--- src/rtl/apb_master_pkg.sv ---
// Shared definitions for the APB request master.
//   state_e   : transfer state encoding (IDLE / SETUP / ACCESS)
//   cnt_width : bit width needed to count up to a given wait-cycle limit
package apb_master_pkg;

  typedef enum logic [1:0] {
    ST_IDLE   = 2'd0,
    ST_SETUP  = 2'd1,
    ST_ACCESS = 2'd2
  } state_e;

  // At least one bit, so a disabled timeout (limit 0) still yields a legal vector.
  function automatic int unsigned cnt_width(input int unsigned limit);
    if (limit < 2) return 1;
    return $clog2(limit + 1);
  endfunction

endpackage

--- src/rtl/apb_req_master.sv ---
// APB master bridging a simple req/gnt initiator port onto an APB bus.
// One transfer outstanding at a time; optional ACCESS-phase wait timeout.
// Ports:
//   HCLK, HRESETn                 clock, async active-low reset
//   req_i, we_i, addr_i, wdata_i  local request (sampled when gnt_o=1)
//   gnt_o                         combinational grant, only in IDLE
//   rvalid_o, rdata_o, err_o      one-cycle completion with read data / error
//   busy_o                        transfer in SETUP or ACCESS
//   PADDR, PWDATA, PWRITE,
//   PSEL, PENABLE                 APB master outputs
//   PRDATA, PREADY, PSLVERR       APB slave responses
module apb_req_master
  import apb_master_pkg::*;
#(
  parameter int unsigned APB_ADDR_WIDTH = 12,
  parameter int unsigned TIMEOUT_CYCLES = 255
) (
  input  logic                      HCLK,
  input  logic                      HRESETn,
  input  logic                      req_i,
  input  logic                      we_i,
  input  logic [APB_ADDR_WIDTH-1:0] addr_i,
  input  logic [31:0]               wdata_i,
  output logic                      gnt_o,
  output logic                      rvalid_o,
  output logic [31:0]               rdata_o,
  output logic                      err_o,
  output logic                      busy_o,
  output logic [APB_ADDR_WIDTH-1:0] PADDR,
  output logic [31:0]               PWDATA,
  output logic                      PWRITE,
  output logic                      PSEL,
  output logic                      PENABLE,
  input  logic [31:0]               PRDATA,
  input  logic                      PREADY,
  input  logic                      PSLVERR
);

  localparam int unsigned CW     = cnt_width(TIMEOUT_CYCLES);
  // Abort on the ACCESS cycle whose PREADY=0 would bring the count to the limit.
  localparam int unsigned TO_LIM = (TIMEOUT_CYCLES == 0) ? 0 : TIMEOUT_CYCLES - 1;
  localparam logic        TO_EN  = (TIMEOUT_CYCLES != 0);

  state_e        state, state_d;
  logic [CW-1:0] cnt, cnt_d;
  logic          done;
  logic          timeout;

  // State register
  always_ff @(posedge HCLK or negedge HRESETn) begin
    if (!HRESETn) begin
      state <= ST_IDLE;
      cnt   <= '0;
    end else begin
      state <= state_d;
      cnt   <= cnt_d;
    end
  end

  // Next state, grant, completion and wait-counter logic
  always_comb begin
    state_d = state;
    cnt_d   = cnt;
    gnt_o   = 1'b0;
    done    = 1'b0;
    timeout = 1'b0;
    case (state)
      ST_IDLE: begin
        gnt_o = req_i;
        if (req_i) state_d = ST_SETUP;
      end
      ST_SETUP: begin
        state_d = ST_ACCESS;
        cnt_d   = '0;
      end
      ST_ACCESS: begin
        if (PREADY) begin
          // Ready wins over a simultaneous limit hit.
          done    = 1'b1;
          state_d = ST_IDLE;
        end else if (TO_EN && (cnt == CW'(TO_LIM))) begin
          done    = 1'b1;
          timeout = 1'b1;
          state_d = ST_IDLE;
        end else if (TO_EN) begin
          cnt_d = cnt + CW'(1);
        end
      end
      default: state_d = ST_IDLE;
    endcase
  end

  // Registered APB and completion outputs
  always_ff @(posedge HCLK or negedge HRESETn) begin
    if (!HRESETn) begin
      PSEL     <= 1'b0;
      PENABLE  <= 1'b0;
      busy_o   <= 1'b0;
      PADDR    <= '0;
      PWDATA   <= '0;
      PWRITE   <= 1'b0;
      rvalid_o <= 1'b0;
      rdata_o  <= '0;
      err_o    <= 1'b0;
    end else begin
      PSEL     <= (state_d != ST_IDLE);
      PENABLE  <= (state_d == ST_ACCESS);
      busy_o   <= (state_d != ST_IDLE);
      rvalid_o <= done;
      if (gnt_o) begin
        PADDR  <= addr_i;
        PWDATA <= wdata_i;
        PWRITE <= we_i;
      end
      if (done) begin
        rdata_o <= (timeout || PWRITE) ? 32'h0 : PRDATA;
        err_o   <= timeout | PSLVERR;
      end
    end
  end

endmodule

--- config.mk ---
export PLATFORM = sky130hd
export DESIGN_NAME = apb_req_master
export DESIGN_NICKNAME = d
export VERILOG_FILES = /design/src/rtl/apb_master_pkg.sv /design/src/rtl/apb_req_master.sv
export SDC_FILE = /design/constraint.sdc
export NUM_CORES = 1
export LEC_CHECK = 0
export ABC_AREA = 0
export ABC_CLOCK_PERIOD_IN_PS = 4700
export CAP_MARGIN = 20
export CORE_MARGIN = 2
export CORE_UTILIZATION = 35
export DETAILED_ROUTE_END_ITERATION = 12
export GPL_ROUTABILITY_DRIVEN = 0
export PLACE_DENSITY = 0.79
export SLEW_MARGIN = 30
export SYNTH_ARGS = -nofsm -noshare
export SYNTH_HDL_FRONTEND = slang
export SYNTH_SLANG_ARGS = --single-unit
--- constraint.sdc ---
create_clock -name HCLK -period 4.7 [get_ports HCLK]
set_clock_uncertainty 0.2 [all_clocks]
set_input_delay 0.94 -clock HCLK [delete_from_list [all_inputs] [get_ports HCLK]]
set_output_delay 0.94 -clock HCLK [all_outputs]
set_load 0.005 [all_outputs]
==> results of run 1 <==
-- kinds of logic after synthesis --
| family | Yosys count | synth area share, % |
|---|---|---|
| AOI/OAI and AO/OA | 47 | 11.5 |
| adders and majority gates | 2 | 0.715 |
| buffers and inverters | 18 | 3.47 |
| DFF | 91 | 65.1 |
| muxes | 45 | 14.5 |
| and+or+nand+nor | 26 | 4.72 |
-- cells in the mapped netlist (2+ instances only) --
cell                       count  area share (%)
sky130_fd_sc_hd__mux2_2       45              14
sky130_fd_sc_hd__o211ai_1      4            0.86
sky130_fd_sc_hd__buf_2         4            0.57
sky130_fd_sc_hd__dfrtp_1      91              65
sky130_fd_sc_hd__nand2b_1      3            0.54
sky130_fd_sc_hd__buf_6         4             1.3
sky130_fd_sc_hd__o31ai_1       3            0.64
sky130_fd_sc_hd__nand2_1       3            0.32
sky130_fd_sc_hd__buf_4         5             1.1
sky130_fd_sc_hd__ha_1          2            0.72
sky130_fd_sc_hd__inv_1         5            0.54
sky130_fd_sc_hd__nand3_1       6            0.86
sky130_fd_sc_hd__nor3b_1       4            0.86
sky130_fd_sc_hd__o21ai_1       2            0.29
sky130_fd_sc_hd__a22o_1       32             8.0
-- state kept, by name (all words and copies together), names as in the netlist --
| name | flops |
|---|---|
| rvalid_o | 1 |
| rdata_o | 32 |
| PENABLE | 1 |
| PADDR | 12 |
| state | 2 |
| PWRITE | 1 |
| cnt | 8 |
| PWDATA | 32 |
| err_o | 1 |
| PSEL | 1 |
-- routing by layer --
layer,up-vias,share of wire [%]
met2,115,47
met3,7,9.3
met5,-,0
met1,1207,43
li1,1170,-
met4,0,0.98
-- placed cells by master (no fill, tap or decap), types with 2 or more instances in the layout --
cell / netlist / routed
sky130_fd_sc_hd__a22o_1: 32 / 32
sky130_fd_sc_hd__nand2b_1: 3 / 3
sky130_fd_sc_hd__nand2_1: 3 / 3
sky130_fd_sc_hd__o211ai_1: 4 / 4
sky130_fd_sc_hd__dfrtp_1: 91 / 91
sky130_fd_sc_hd__clkbuf_8: 0 / 10
sky130_fd_sc_hd__inv_1: 5 / 5
sky130_fd_sc_hd__o31ai_1: 3 / 3
sky130_fd_sc_hd__mux2_2: 45 / 45
sky130_fd_sc_hd__nor3b_1: 4 / 3
sky130_fd_sc_hd__buf_4: 5 / 5
sky130_fd_sc_hd__clkinvlp_4: 0 / 2
sky130_fd_sc_hd__ha_1: 2 / 2
sky130_fd_sc_hd__clkdlybuf4s50_1: 0 / 163
sky130_fd_sc_hd__inv_6: 0 / 2
sky130_fd_sc_hd__o21ai_1: 2 / 2
sky130_fd_sc_hd__nand3_1: 6 / 6
-- layout make-up --
class,count,area share [%]
flip-flops and latches,91,41.8
repair buffers,168,30.7
multi-input cells,120,20.3
well taps,133,3.06
clock buffers,10,2.53
clock inverters,6,1.31
inverters,5,0.345
-- critical path: stages --
cell and delay (ps):
sky130_fd_sc_hd__clkdlybuf4s50_1 480, sky130_fd_sc_hd__nor3b_1 200, sky130_fd_sc_hd__clkdlybuf4s50_1 540
-- power by group --
group,leakage [nW],total (mW),internal (mW),switching [mW]
sequential,1.13,1.34,1.14,0.198
combinational,1.08,1.40,0.970,0.428
clock,0.0995,0.542,0.265,0.277
-- stage by stage --
| step | util [%] | total power, mW | cell area [sq um] | setup WS [ps] |
|---|---|---|---|---|
| 2_1_floorplan | - | 1.89 | 3500 | 2420 |
| 3_3_place_gp | 53.8 | 2.73 | 5240 | 1460 |
| 4_1_cts | 56.0 | 3.33 | 5450 | 1390 |
| 5_1_grt | 56.0 | 3.48 | 5450 | 1340 |
| 3_5_place_dp | 53.8 | 2.77 | 5240 | 1410 |
| 6_report | 56.0 | 3.28 | 5450 | 1400 |
-- worst paths after layout --
kind / startpoint / to / slack (ps)
max: req_i / gnt_o / 1400
min: cnt[7] / cnt[7] / 290
max reg2reg: cnt[0] / err_o / 2710
min reg2reg: cnt[7] / cnt[7] / 290
max in group asynchronous: HRESETn / rdata_o[16] / 3010
min in group asynchronous: HRESETn / PWDATA[28] / 480
==> run summary, run 1 <==
The cell area that synthesis handed to floorplanning was 3500 sq um. The worst reg-to-reg path cell count came out at 8. Across all hold checks on the routed design, the worst slack comes to 292 ps. Clock tree synthesis inserted a total of 9 buffers.

Setup repair after global routing left no endpoint under its margin. The number of pins exceeding their max-slew limit in the final report is 0, and the multi-input gate area in the final layout is 1100 sq um. The post-route netlist has 18.3% of its cells at a drive strength greater than 1. The run gives 15.3% as the global-route total usage across every layer.

Measured along the x axis, the die boundary spans 104 um. In the final layout, flip-flops and latches occupy 2280 sq um. After clock tree synthesis, the clock-pin slew on the worst setup and hold paths is 100 ps.

The final critical delay including setup and external delays came out at 3300 ps. The total overflow left after global routing is 0. After legalization and detailed placement, the total HPWL measured 5.88 mm. The tools report the sequential element share of the synthesized area as 65.1%. The run gives 2,574 as the number of global-route vias before repair. The run finished with clean final reports. CTS placed an instance of sky130_fd_sc_hd__clkbuf_8 at the clock tree root.

The critical path is of the primary input to primary output type. In this run the worst path has a maximum fanout of 2. Dividing the final minimum period by the clock period gives 70.2%. The detail route stage leaves a number of antenna-violating nets equal to 0. The most used flip-flop cell after synthesis is sky130_fd_sc_hd__dfrtp_1. The tools report the kind of end point of the critical path as a primary output.

The tools report the largest voltage drop on the vdd net as 368 uV. The synthesis warning total was 0. The final-report hold violation count came out at 0. Entering global routing, the biggest net connects 71 pins. The logs give 3560 ps for the critical path data required time and 3 for the number of levels in the clock H-tree.

The area growth from synthesis to final layout is 55.7%, and the synthesis-stage register bit count is 91. The number of enable flip-flop cells after synthesis is 0, and the global-route met2 utilization is 23.8%. The number of detailed-route iterations in the first pass is 4, and the number of cells on the worst hold path is 1. For this design the ratio of total power to cell area is 602 nW/um^2. The net count of the mapped netlist came out at 313. Number of hold buffers added after cts: 0.

Kind of path behind the tightest hold check: flop to flop. The floorplan step defined a die boundary enclosing 10,800 sq um. Headroom to the max-slew limit came out at 44.1%.

After detailed routing, the number of vias per cell comes to 4.69. The run gives 19.6% as the met1 routing resource usage after global routing. The run gives 8.08 mm as the wire length after detailed routing. The largest buffer count on any clock path came out at 2. Setup violations remaining at the end of the flow were counted as 0. The number of clock sinks was 91. For the final net count, the log shows 479. The tools report the type of element launching the critical path as a primary input. Max-cap violations in this run came to 0. The post-CTS repair timing setup buffer count is 0. At the pin with the least slew margin, the transition time is 838 ps. For the final routed database, the setup TNS stands at 0 ps. After synthesis, the mean cell area works out to 15.3 sq um.

After the first detailed-routing iteration, the DRC count stood at 76. The logs give 2160 ps for the data arrival time of the worst path and 229 for the number of instances in the synthesized netlist. The number of primary I/O pins came out at 165. The first global-routing pass estimated 13.1 mm of wire. The number of antenna diodes in the final layout is 0. Via count: 2,499. After detailed placement, the design holds a cell count of 517.

Measured along the y axis, the die boundary spans 104 um. The post-detailed-route DRC marker count is 0, and the static power due to leakage is 2.31 nW. The count of distinct cell types in the synthesized netlist was 31; the initial core utilization was 36.0%. The tools report the clock latency of the later-clocked register in the worst-skew pair as 350 ps. For the count of cells resized by post-cts repair, the log shows 0. The most crowded layer after global routing was met2. Global routing used 6.64% of the available met3 tracks. TritonCTS built the clock tree. The fill cell total of the finished layout is 842. Input and output buffers added on the ports amount to 164. The finished layout holds 533 standard cells, fillers aside.

The core footprint came out at 9730 sq um. Derived from the worst setup path, the maximum achievable clock frequency is 303 MHz. The run gives 36 as the row count. After detailed routing, the average wire length per cell comes to 15.2 um. The initial antenna violation count is 0, and the share of flip-flops with an asynchronous set or reset is 100%.
Note: power is estimated with default switching activity, not from simulation.
==> run 2: changes to the inputs <==
--- a/config.mk
+++ b/config.mk
@@ -6,7 +6,7 @@
 export NUM_CORES = 1
 export LEC_CHECK = 0
 export ABC_AREA = 0
-export ABC_CLOCK_PERIOD_IN_PS = 4700
+export ABC_CLOCK_PERIOD_IN_PS = 3100
 export CAP_MARGIN = 20
 export CORE_MARGIN = 2
 export CORE_UTILIZATION = 35
==> constraint.sdc (replaced) <==
create_clock -name HCLK -period 3.1 [get_ports HCLK]
set_clock_uncertainty 0.2 [all_clocks]
set_input_delay 0.62 -clock HCLK [delete_from_list [all_inputs] [get_ports HCLK]]
set_output_delay 0.62 -clock HCLK [all_outputs]
set_load 0.005 [all_outputs]
==> run 2 against run 1 <==
  * Sequential share of layout area is 0.15 points lower
  * Non-clock buffer count stayed put
  * Critical path depth stayed put
  * First-iteration DRC count is 7.9% higher
  * Cell count stayed put
  * Combinational power is 53% higher
  * Worst setup slack worse by 910 ps
  * Cell area is 0.37% higher
  * Largest power group unchanged
==> run summary, run 2 (synthesis gave the netlist of run 1 again) <==
Global-route total usage across every layer: 15.5%. The initial core utilization came out at 36.0%. STA classifies the critical path startpoint as a primary input.

For the met1 routing resource usage after global routing, the log shows 19.7%. The worst setup path is captured at a primary output. Port buffering added 164 buffers.

The row count came out at 36. Traced cell by cell, the critical path runs through clkdlybuf4s50_1, nor3b_1, clkdlybuf4s50_1. The worst path needs 2610 ps of the cycle, external delays included.

In this run, the clock network consumes 16.4% of the power. The share of cells above drive strength 1 was 18.0%; the pin count of the biggest net entering global routing was 49. The largest buffer count on any clock path was 2; the clock transition time at the flip-flop clock pins of the worst setup and hold paths was 100 ps. The clock latency of the later-clocked register in the worst-skew pair is 350 ps. The top cell types in the final layout, fill and taps aside, are sky130_fd_sc_hd__clkdlybuf4s50_1, sky130_fd_sc_hd__dfrtp_1, sky130_fd_sc_hd__mux2_2, sky130_fd_sc_hd__a22o_1, sky130_fd_sc_hd__clkbuf_8. The flow ran to the end, and the final reports show no timing, DRC or antenna violations. Post-route cell area: 5470 sq um. The worst register-to-register path has a setup slack of 1140 ps. The tools report the cell internal power dissipation as 3.61 mW. The delay of the slowest cell on the worst path was 530 ps; the number of maximum-capacitance violations was 0.

The critical path's slowest cell is sky130_fd_sc_hd__clkdlybuf4s50_1. The first global-routing pass estimated 13.3 mm of wire. The pre-antenna-repair detailed-routing pass consisted of 4 iterations. In the final layout, the registers with the most flip-flops are PWDATA: 32 flops, rdata_o: 32 flops, PADDR: 12 flops. The switching portion of total power works out to 27.6%. The area growth from synthesis to final layout was 56.2%; the largest voltage drop on the vdd net was 600 uV.

The via count is 2,542, and the height of the die is 104 um. Setup violations remaining at the end of the flow were counted as 0. Once layout is complete, the cells apart from fillers number 533. The number of buffers created by CTS came out at 9.

Once detailed placement completed, the half-perimeter wirelength came to 6.04 mm. For this design the total switching power over the nets is 1.38 mW. For the worst setup path, the data required time is 2280 ps. Per report_power, the combinational group accounts for 42.8% of the total. The most prevalent standard cell on the critical path is sky130_fd_sc_hd__clkdlybuf4s50_1. The run gives 4.99 mW as the total design power. After detailed placement, the total cell area comes to 5260 sq um.

In the final routed layout, each cell accounts on average for 15.5 um. The tools report the maximum clock frequency as 383 MHz. The initial DRC count is 82. TritonCTS built the clock tree. In this run, placement finished with an instance count of 517. Hold timing on the final database bottoms out at a slack of 64.7 ps. The cell sitting at the root of the clock tree is a sky130_fd_sc_hd__clkbuf_8. The number of global-route vias before repair is 2,660, and the number of pins exceeding their max-slew limit in the final report is 0. For this run, design rule violations remaining after detail routing come to 0.

The run gives 10,800 sq um as the floorplan die area. The library cell used most frequently in the layout, excluding fill and tap cells, is sky130_fd_sc_hd__clkdlybuf4s50_1. Using the TritonRoute via totals, the vias-per-cell ratio works out to 4.77. The overall die width was 104 um; the number of primary I/O pins was 165. The number of clock sinks is 91. Buffers added to address setup during post-CTS repair amount to 0. In this run, flip-flops and latches consume 40.8% of the power. The logs give 0 for the final-report hold violation count and 0 for the initial antenna violation count.

The tools report the number of levels in the clock H-tree as 3. Along the worst path, the maximum fanout reaches 2. Once detail routing completed, the nets flagged for antenna violations numbered 0. The data arrival time of the worst path is 1790 ps. In this run the tightest slew margin relative to its limit is 59.2%.

After the last flow step, the layout net total stands at 479. The worst setup path is of the primary input to primary output kind. After global routing, the most crowded layer is met2. Global routing used 25.1% of the available met2 tracks. The sum of overflow across all layers after global routing is 0.

In the global route stage, met3 resource usage came out at 4.82%. For this design, the CTS-stage hold fixing added 0 buffers. After layout, the worst path uses 84.3% of the clock period.

The transition time at the pin with the least slew margin was 611 ps. Summed over all cells, the static leakage comes to 2.32 nW. The run gives 0 as the antenna cell count. Setup repair after global routing left no endpoint under its margin. The power per cell area was 912 nW/um^2; the aggregate negative setup slack was 0 ps.

For the core footprint, the log shows 9730 sq um. The routed design has 8.26 mm of wire. The count of cells resized by post-cts repair is 0.

In this run the worst hold path is classified as primary input to async pin.
## run 2: cell count changes in the layout (fill, tap and decap cells not counted)
cell	delta
sky130_fd_sc_hd__buf_4	-2
sky130_fd_sc_hd__inv_6	-2
sky130_fd_sc_hd__buf_12	+2
sky130_fd_sc_hd__clkbuf_1	+1
sky130_fd_sc_hd__clkinv_4	+1
## run 2: final timing paths
path	to	cells past startpoint	startpoint
min in group HCLK	PWDATA[24]	1	PWDATA[24]
worst min register to register	PWDATA[24]	1	PWDATA[24]
max in group asynchronous	rdata_o[5]	2	HRESETn
worst max-delay path	gnt_o	3	req_i
worst max register to register	rdata_o[17]	7	cnt[0]
worst min-delay path	PWDATA[2]	1	HRESETn
## run 2: area by class of cell
type | instances | area [sq um]
fillers | 840 | 4260
repair buffers | 168 | 1690
inverters | 5 | 18.8
well taps | 133 | 166
flip-flops and latches | 91 | 2280
clock inverters | 5 | 62.6
multi-input cells | 120 | 1100
clock buffers | 11 | 141
## run 2: layer usage
layer	routed length (um)	part of all wire [%]
met3	612	7.4
met5	0	0
met2	3830	46
met4	127	1.5
met1	3700	45
## run 2: critical path, delay by kind of cell
family                 cells  cell delay, ps
buffers and inverters      2            1000
AND/OR/NAND/NOR            1             170
## run 2: through the flow
step	setup slack (ps)	util (%)
after floorplan	1260	-
after global placement	492	54.1
after detailed placement	480	54.1
after CTS	484	56.2
after global routing	456	56.2
final	488	56.2
## run 2: power by group through the flow
stage | Combinational, mW | Sequential (mW) | Clock [mW]
2_1_floorplan | 0.788 | 2.07 | 0
3_3_place_gp | 2.12 | 2.03 | 0
3_5_place_dp | 2.17 | 2.06 | 0
4_1_cts | 2.17 | 2.04 | 0.851
5_1_grt | 2.29 | 2.10 | 0.902
6_report | 2.14 | 2.03 | 0.818
==> run 3: changes to the inputs <==
--- a/config.mk
+++ b/config.mk
@@ -6,13 +6,13 @@
 export NUM_CORES = 1
 export LEC_CHECK = 0
 export ABC_AREA = 0
-export ABC_CLOCK_PERIOD_IN_PS = 3100
+export ABC_CLOCK_PERIOD_IN_PS = 2110
 export CAP_MARGIN = 20
 export CORE_MARGIN = 2
 export CORE_UTILIZATION = 35
 export DETAILED_ROUTE_END_ITERATION = 12
 export GPL_ROUTABILITY_DRIVEN = 0
-export PLACE_DENSITY = 0.79
+export PLACE_DENSITY = 0.82
 export SLEW_MARGIN = 30
 export SYNTH_ARGS = -nofsm -noshare
 export SYNTH_HDL_FRONTEND = slang
==> constraint.sdc (replaced) <==
create_clock -name HCLK -period 2.11 [get_ports HCLK]
set_clock_uncertainty 0.2 [all_clocks]
set_input_delay 0.422 -clock HCLK [delete_from_list [all_inputs] [get_ports HCLK]]
set_output_delay 0.422 -clock HCLK [all_outputs]
set_load 0.005 [all_outputs]
==> run 3 against run 2 <==
  * Register-to-register slack lost 870 ps
  * Count of clock-buffer cells in the layout up 1
  * Flip-flop and latch count did not move
  * Total power rose by 45%
  * Combinational power increased by 49%
  * Clock power rose by 27%
  * Sequential power is 48% higher
==> run summary, run 3 (synthesis gave the netlist of run 1 again) <==
From synthesis to final layout, the design area changed by 56.9%. Static timing analysis puts the maximum clock frequency at 519 MHz. The die is 104 um wide.

For this design the static power due to leakage is 2.34 nW. Along the worst path, the maximum fanout reaches 2. Global routing used 16.5% of the available tracks across all layers.

The largest single stage delay on the critical path is 460 ps. Uppermost layer routed: met4. The endpoint of the worst register-to-register path was rdata_o[13]. The initial antenna violation count is 0. The tree is rooted in a sky130_fd_sc_hd__clkbuf_8. The critical path crosses 3 cells after its start point. The final critical delay including setup and external delays works out to 1930 ps. The buffering stage count on the worst path with inverters included is 2. Setup violations remaining at the end of the flow were counted as 0. The detailed router finished its first iteration with 103 violations. For this run, design rule violations remaining after detail routing come to 0.

The run finished with clean final reports. For the worst-skew pair, the clock arrives at the later sink with an insertion delay of 340 ps. For the number of levels in the clock H-tree, the log shows 3. The share of cells above drive strength 1 was 18.6%; the first-pass GRT wire length was 14.3 mm. Dividing the detail-routed via count by the number of cells gives 4.82. In the layout the commonest cells are sky130_fd_sc_hd__clkdlybuf4s50_1, sky130_fd_sc_hd__dfrtp_1, sky130_fd_sc_hd__mux2_2, sky130_fd_sc_hd__a22o_1, sky130_fd_sc_hd__clkbuf_8.

The run gives 307 ps as the worst hold slack across all endpoints. In this run the worst hold path is classified as flop to flop. The run gives 0 as the antenna cell count. Before antenna repair, the detailed router went through 4 iterations. Grouping stages by cell kind, the critical path spends the most delay in buffers and inverters.

Leaving out fill and tap cells, the most frequent cell in the layout is sky130_fd_sc_hd__clkdlybuf4s50_1. The net count of the finished layout is 485. Tracing the worst setup path back leads to its startpoint at req_i. For the setup slack of the worst register-to-register path, the log shows 270 ps.

Summed over all nets, wire length on met3 after detailed routing comes to 553 um. Across all setup checks in the final design, the least slack found is 184 ps. The total area inside the core boundary comes to 9730 sq um. The initial core utilization is 36.0%.

Setup repair after global routing left no endpoint under its margin. For the number of maximum-capacitance violations, the log shows 0. Counting every sink on the clock net gives 91. TritonCTS built the clock tree.

After detailed routing, the total wire length is 8.51 mm. The data arrival time of the worst path came out at 1300 ps. Kind of end point of the critical path: a primary output. The post-CTS repair timing setup buffer count came out at 0. The number of global-route vias before repair came out at 2,724. The critical path goes through clkdlybuf4s50_1, nor3b_1, dlygate4sd2_1.

For the sum of overflow across all layers after global routing, the log shows 0. Buffers placed on the I/O ports in this run total 164. At the pin with the least slew margin, the transition time is 401 ps. The power per cell area was 1310 nW/um^2; the half-perimeter wire length after detailed placement was 6.28 mm.

The run gives 165 as the number of primary I/O pins. The final period utilization works out to 91.3%. The worst reg-to-reg path cell count was 7; the number of pins exceeding their max-slew limit in the final report was 0. The startpoint of the most critical register-to-register path is cnt[0].

The pin count of the biggest net entering global routing is 47. The routed length on met2 was 4.09 mm; the row count was 36. The critical path ends at gnt_o. The category of the most critical setup path was primary input to primary output. The slowest stage of the critical path belongs to the cell sky130_fd_sc_hd__clkdlybuf4s50_1. Critical path data required time: 1490 ps. The clock transition time at the flip-flop clock pins of the worst setup and hold paths came out at 80 ps.

The die covers 10,800 sq um. The detail-routed net length per standard cell came out at 15.8 um. The final-report hold violation count is 0, and the number of buffers created by CTS is 9. The largest voltage drop on the vdd net was 742 uV; the remaining antenna violation count was 0. The largest buffer count on any clock path was 2. The worst-case headroom to the max-slew limit is 73.2%, and the height of the die is 104 um. The largest registers in the layout are PWDATA: 32 flops, rdata_o: 32 flops, PADDR: 12 flops. STA classifies the critical path startpoint as a primary input. For this block, wires on met1 add up to 3.76 mm. For the post-placement worst setup slack, the log shows -92.6 ps. Via count: 2,588.
run 3: through the flow:
stage | instances | setup TNS, ps | power [mW] | cell area, sq um | util [%]
after floorplan | 229 | 0 | 4.20 | 3500 | -
after global placement | 522 | -111 | 6.13 | 5310 | 54.6
after detailed placement | 522 | -1510 | 6.24 | 5310 | 54.6
after global routing | 537 | 0 | 7.68 | 5490 | 56.4
after CTS | 537 | 0 | 7.30 | 5490 | 56.4
final | 537 | 0 | 7.22 | 5490 | 56.4
run 3: repair_timing:
item                                   CTS  global route
resized for setup                        1             0
endpoints found under the hold margin   30             0
setup endpoints to repair                1             0
hold buffers                             1             0
run 3: worst min-delay path by stage:
stage                start           to  slack [ps]  depth (start not counted)
6_report        PWDATA[29]   PWDATA[29]         310                          1
2_1_floorplan      HRESETn     PADDR[0]         -70                          0
5_1_grt        rdata_o[21]  rdata_o[21]         320                          1
3_5_place_dp       HRESETn    PWDATA[9]         180                          1
4_1_cts             cnt[7]       cnt[7]         300                          1
3_3_place_gp       HRESETn    PWDATA[9]         180                          1
run 3: per-layer routing:
layer,GRT usage [%],vias up
met5,0,-
met1,21.2,1291
met2,26.9,110
met3,4.39,10
li1,-,1177
met4,5.69,0
run 3: where the power goes:
part	switching, mW	total [mW]	internal [mW]	leakage [nW]
combinational	0.966	3.18	2.21	1.13
sequential	0.458	3.00	2.54	1.13
clock	0.560	1.04	0.479	0.0843
run 3: area by class of cell:
type / instances / area, sq um
clock buffers: 12 / 155
fillers: 807 / 4240
repair buffers: 174 / 1750
flip-flops and latches: 91 / 2280
multi-input cells: 120 / 1100
clock inverters: 2 / 12.5
inverters: 5 / 18.8
well taps: 133 / 166
run 3: worst register-to-register path, stage by stage, from the launching register on:
cell and delay (ps):
sky130_fd_sc_hd__dfrtp_1 440, sky130_fd_sc_hd__inv_1 80, sky130_fd_sc_hd__ha_1 140, sky130_fd_sc_hd__nand3_1 160
sky130_fd_sc_hd__nor2_1 160, sky130_fd_sc_hd__o21ai_2 70, sky130_fd_sc_hd__buf_4 210, sky130_fd_sc_hd__a22o_1 280
